--- src/rtl/spi_master_rx.sv ---
// SPI mode-0 master receive engine: clocks N bytes in from MISO (MSB first)
// under one chip-select assertion and presents each byte as a one-cycle pulse.
module spi_master_rx #(
  parameter int          CLKS_PER_HALF_BIT = 2,
  parameter int          MAX_BYTES_PER_CS  = 2,
  parameter logic [7:0]  TX_FILL           = 8'h00
) (
  input  logic                                  clk,
  input  logic                                  rst_n,
  input  logic                                  i_start,
  input  logic [$clog2(MAX_BYTES_PER_CS+1)-1:0] i_num_bytes,
  output logic                                  o_ready,
  output logic                                  o_sclk,
  output logic                                  o_cs_n,
  output logic                                  o_mosi,
  input  logic                                  miso,
  output logic                                  o_rx_dv,
  output logic [7:0]                            o_rx_byte,
  output logic [$clog2(MAX_BYTES_PER_CS+1)-1:0] o_rx_count,
  output logic                                  o_done
);

  localparam int CW = $clog2(MAX_BYTES_PER_CS + 1);
  localparam int EW = $clog2(16 * MAX_BYTES_PER_CS);
  localparam int HW = (CLKS_PER_HALF_BIT > 1) ? $clog2(CLKS_PER_HALF_BIT) : 1;
  localparam logic [HW-1:0] HALF_LAST = HW'(CLKS_PER_HALF_BIT - 1);

  typedef enum logic [2:0] {IDLE, CS_SETUP, XFER, CS_HOLD, CS_IDLE} state_t;

  state_t        state;
  logic [HW-1:0] half_cnt;
  logic [EW-1:0] edge_cnt;
  logic [EW-1:0] last_edge;
  logic [CW-1:0] last_idx;
  logic [6:0]    shift;
  logic [CW-1:0] num_clip;
  logic          half_done;

  assign num_clip  = (i_num_bytes > CW'(MAX_BYTES_PER_CS)) ? CW'(MAX_BYTES_PER_CS) : i_num_bytes;
  assign half_done = (half_cnt == HALF_LAST);

  // NOTE: every register here uses non-blocking assignment so all state
  // updates see the pre-edge values, independent of statement order.
  always_ff @(posedge clk) begin
    if (!rst_n) begin
      state      <= IDLE;
      half_cnt   <= '0;
      edge_cnt   <= '0;
      last_edge  <= '0;
      last_idx   <= '0;
      shift      <= '0;
      o_ready    <= 1'b1;
      o_sclk     <= 1'b0;
      o_cs_n     <= 1'b1;
      o_mosi     <= 1'b0;
      o_rx_dv    <= 1'b0;
      o_rx_byte  <= '0;
      o_rx_count <= '0;
      o_done     <= 1'b0;
    end else begin
      o_rx_dv <= 1'b0;
      o_done  <= 1'b0;
      half_cnt <= half_done ? '0 : half_cnt + 1'b1;

      // Index advances the cycle after each byte pulse, parking on the last byte.
      if (o_rx_dv && (o_rx_count != last_idx))
        o_rx_count <= o_rx_count + 1'b1;

      case (state)
        IDLE: begin
          half_cnt <= '0;
          if (i_start && (i_num_bytes != '0)) begin
            state      <= CS_SETUP;
            last_edge  <= (EW'(num_clip) << 4) - EW'(1);
            last_idx   <= num_clip - 1'b1;
            o_cs_n     <= 1'b0;
            o_ready    <= 1'b0;
            o_mosi     <= TX_FILL[7];
            o_rx_count <= '0;
          end
        end

        CS_SETUP: begin
          if (half_done) begin
            state    <= XFER;
            edge_cnt <= '0;
          end
        end

        XFER: begin
          if (half_done) begin
            o_sclk   <= ~o_sclk;
            edge_cnt <= edge_cnt + 1'b1;
            if (!o_sclk) begin
              shift <= {shift[5:0], miso};
              if (edge_cnt[3:1] == 3'd7) begin
                o_rx_byte <= {shift, miso};
                o_rx_dv   <= 1'b1;
              end
            end else if (edge_cnt == last_edge) begin
              state <= CS_HOLD;
            end else begin
              // Wraps from bit 0 back to bit 7 at byte boundaries.
              o_mosi <= TX_FILL[3'd6 - edge_cnt[3:1]];
            end
          end
        end

        CS_HOLD: begin
          if (half_done) begin
            state  <= CS_IDLE;
            o_cs_n <= 1'b1;
            o_mosi <= 1'b0;
          end
        end

        CS_IDLE: begin
          if (half_done) begin
            state   <= IDLE;
            o_done  <= 1'b1;
            o_ready <= 1'b1;
          end
        end

        default: state <= IDLE;
      endcase
    end
  end

endmodule

--- config.mk ---
export PLATFORM = sky130hd
export DESIGN_NAME = spi_master_rx
export DESIGN_NICKNAME = d
export VERILOG_FILES = /design/src/rtl/spi_master_rx.sv
export SDC_FILE = /design/constraint.sdc
export NUM_CORES = 1
export LEC_CHECK = 0
export ABC_CLOCK_PERIOD_IN_PS = 1800
export CAP_MARGIN = 20
export CORE_MARGIN = 5
export CORE_UTILIZATION = 52
export DETAILED_ROUTE_END_ITERATION = 8
export GPL_ROUTABILITY_DRIVEN = 1
export MAX_ROUTING_LAYER = met4
export PLACE_DENSITY_LB_ADDON = 0.3
export SLEW_MARGIN = 5
export SYNTH_ARGS = -nofsm -noshare
export SYNTH_HDL_FRONTEND = slang
export SYNTH_SLANG_ARGS = --single-unit
export TNS_END_PERCENT = 30
--- constraint.sdc ---
create_clock -name clk -period 1.8 [get_ports clk]
set_input_delay 0.27 -clock clk [delete_from_list [all_inputs] [get_ports clk]]
set_output_delay 0.27 -clock clk [all_outputs]
set_load 0.01 [all_outputs]
==> results.md <==
* WP data arrival at about 1400 ps
* Synthesized cell area at roughly 1400 sq um
* Multi-input logic area at around 660 sq um
* Sequential area share after synthesis at 48.4%
* Final worst-path cycle share at approximately 93%
* Crit end category: primary output
* Initial antenna violation count at 0
* Number of DRC markers in iteration 0 at 105
* Worst skew pair latency at 320 ps
* Yosys warnings at 0
* Status: completed
* Post-synth top area share at 48.4%
* Max Cap Viol at 0
* Power, Total at 1.44 mW
* Compound-cell area share of the yosys netlist at 16.5%
* R2r startpoint: state[1]$_SDFFE_PN0P_
* Grt ovf at 0
* RSZ-0062 raised after global routing: false
* TritonCTS clock tree: done
* Worst vdd ir at 0.000756 V
* Metal-1 WL at around 1300 um
* Syn avg cell area at 8.47 sq um
* Synth Area in Adders at less than 1%
* Largest net degree at the start of global routing at 22
* Fin. Hold Viols at 0
* Vias at 1241
* Synth area leader: dfxtp_1
* Final Critical Period at 1680 ps
* Met2 WL post-DR at ~1400 um
* Root Driver: clkbuf_4
* Uppermost layer routed: met4
* Leakage at slightly below 0.6 nW
* FP Rows at 18
* Simple-Gate Fraction of Synth Area at 25.2%
* Crit. Startpoint: o_sclk$_SDFFE_PN0N_
* Post-layout nets at just under 200
* Setup WS pre-CTS at 235 ps
* Net Count, Synth at 173
* Antenna viol nets, final at 0
* Placer congestion estimate at roughly 0.76
* Chip height at approximately 62 um
* Ranking of synthesized cells by area: dfxtp_1 (48%), o21ai_0 (6.8%), nand3_1 (6.4%), nand2_1 (6.1%), a21oi_1 (6.0%)
* First-pass GRT wire length at 4680 um
* Area grow syn2layout at 22.0%
* Setup CP Type: flip-flop to primary output
* CP Cell Sequence: clkdlybuf4s50_1
* Critical Path Start Type: flip-flop
* Slowest CP cell: clkdlybuf4s50_1
* PnR worst setup slack at 123 ps
* Layout cell share with drive strength beyond 1 at under 10%
* Largest family of logic cells by synthesized area: simple AND/OR/NAND/NOR gates
* Port Buffers at 20
* Critical path buffer and inverter count at 1
* Final setup viols at 0
* Register area at 681 sq um
* Setup Skew at 4.35 ps
* Via density at approximately 5.6
* Total GRT Usage at 17.3%
* Pwr/cell area at 842 nW/um^2
* Seq cells post-synth at 34
* Core ar. at 2520 sq um
* FMAX at 596 MHz
* Die ar. at 3840 sq um
* Cell family with most CP delay: buffers and inverters
* H-tree depth at 2
* Die X at between 60 and 70 um
* CP Max Fanout at 6
* DRC violations left at 0
* Worst Hold Class: flip-flop to flip-flop
* Core Util, Final at 68.0%
* Post-Route WL at 2900 um
* CTS Hold Bufs at 0
* Routed met3 length at 181 um
* DP Wirelength at roughly 2100 um
* Mux contribution to synthesized area at 0.712%
* Post-CTS sizing at 0
* Starting Density at 55.8%
* Distinct cells, synth at 36
* Vias in the first global route at 1120
* CTS buffer count at 5
* # fillers at 230
* Slowest cell delay on critical path at just under 600 ps
* Post-synthesis xor/xnor area fraction at 3.11%
* Clk sink count at 34
* Setup Fix Bufs, Post-CTS at 0
* IO Count at 22
* Routed wire per std cell at roughly 13 um
* Clock Path Buffers at 2
* Mapped Cells at about 170
* Clock slew seen by the registers of the worst setup and hold paths at approximately 100 ps
* TritonRoute pass-1 iters at 4
* Antenna Cells at 0
* Setup TNS at 0 ps
* Hold path start: o_rx_byte[5]$_SDFFE_PN0P_
* Crit path required time at 1530 ps
* Pins Over Slew Limit at 0
## layer usage
layer	vias to the layer above	track usage, %
met4	0	10.9
met2	34	27.4
li1	625	-
met3	5	4.55
met1	577	19.1
met5	-	-
## metrics by stage
| stage | area (sq um) | hold WS, ps | instances |
|---|---|---|---|
| finish | 1720 | 460 | 220 |
| global route | 1720 | 492 | 220 |
| CTS | 1720 | 467 | 220 |
| detailed placement | 1630 | 450 | 213 |
| global placement | 1630 | 445 | 213 |
| floorplan | 1410 | 400 | 166 |
## cell type report
cell class,instances,share of cell area [%]
clock buffers,6,2.99
clock inverters,1,1.75
inverters,4,0.875
multi-input cells,119,38.2
flip-flops and latches,34,39.7
well taps,30,2.19
repair buffers,26,14.3
## layout by cell type (no fill, tap or decap), drive strengths merged, types with 2 or more instances in the layout
cell type,Yosys,layout
nor3,4,4
xnor2,2,2
clkbuf,4,6
xor2,3,3
o211ai,2,2
buf,5,6
nand3,18,18
o21ai,19,19
nor2,12,12
a21oi,17,17
clkdlybuf4s50,0,20
dfxtp,34,34
inv,3,3
nand2,23,23
## power breakdown
group | switching, mW | leakage (nW) | internal, mW | total (mW)
logic | 0.0480 | 0.277 | 0.0480 | 0.0960
clock network | 0.241 | 0.0443 | 0.323 | 0.564
registers | 0.0184 | 0.275 | 0.765 | 0.783
## kinds of logic (layout without fill, tap and decap cells)
logic type,after synthesis,in the layout
compound gates,43,43
xor+xnor,5,5
fa+ha+maj,1,1
buf+inv,13,37
flops,34,34
mux,1,1
other cells,1,1
simple gates,68,68
## cell usage after synthesis (all sizes together)
cell type / number
dfxtp: 34
nand2: 23
o21ai: 19
nand3: 18
a21oi: 17
nor2: 12
buf: 5
clkbuf: 4
nor3: 4
inv: 3
xor2: 3
o211ai: 2
xnor2: 2
a211oi: 1
a22oi: 1
a31oi: 1
a32oi: 1
and2: 1
and4bb: 1
clkinv: 1
conb: 1
ha: 1
mux2i: 1
nand2b: 1
nand3b: 1
nand4: 1
nand4b: 1
nand4bb: 1
nor2b: 1
nor4: 1
o22ai: 1
or3: 1
or4: 1
## flip-flops by register name (all words and copies together) (netlist names)
name / cells
o_rx_byte: 8
shift: 7
edge_cnt: 5
state: 3
last_idx: 2
o_rx_count: 2
half_cnt: 1
last_edge: 1
o_cs_n: 1
o_done: 1
o_ready: 1
o_rx_dv: 1
o_sclk: 1
## path summary, 6_finish.rpt
check                         endpoint  slack (ps)  depth (start not counted)
min          o_rx_byte[5]$_SDFFE_PN0P_         460                          2
min reg2reg  o_rx_byte[5]$_SDFFE_PN0P_         460                          2
max                             o_sclk         120                          1
max reg2reg  o_rx_byte[3]$_SDFFE_PN0P_         230                          3
Power figures use the tool's default switching activity.
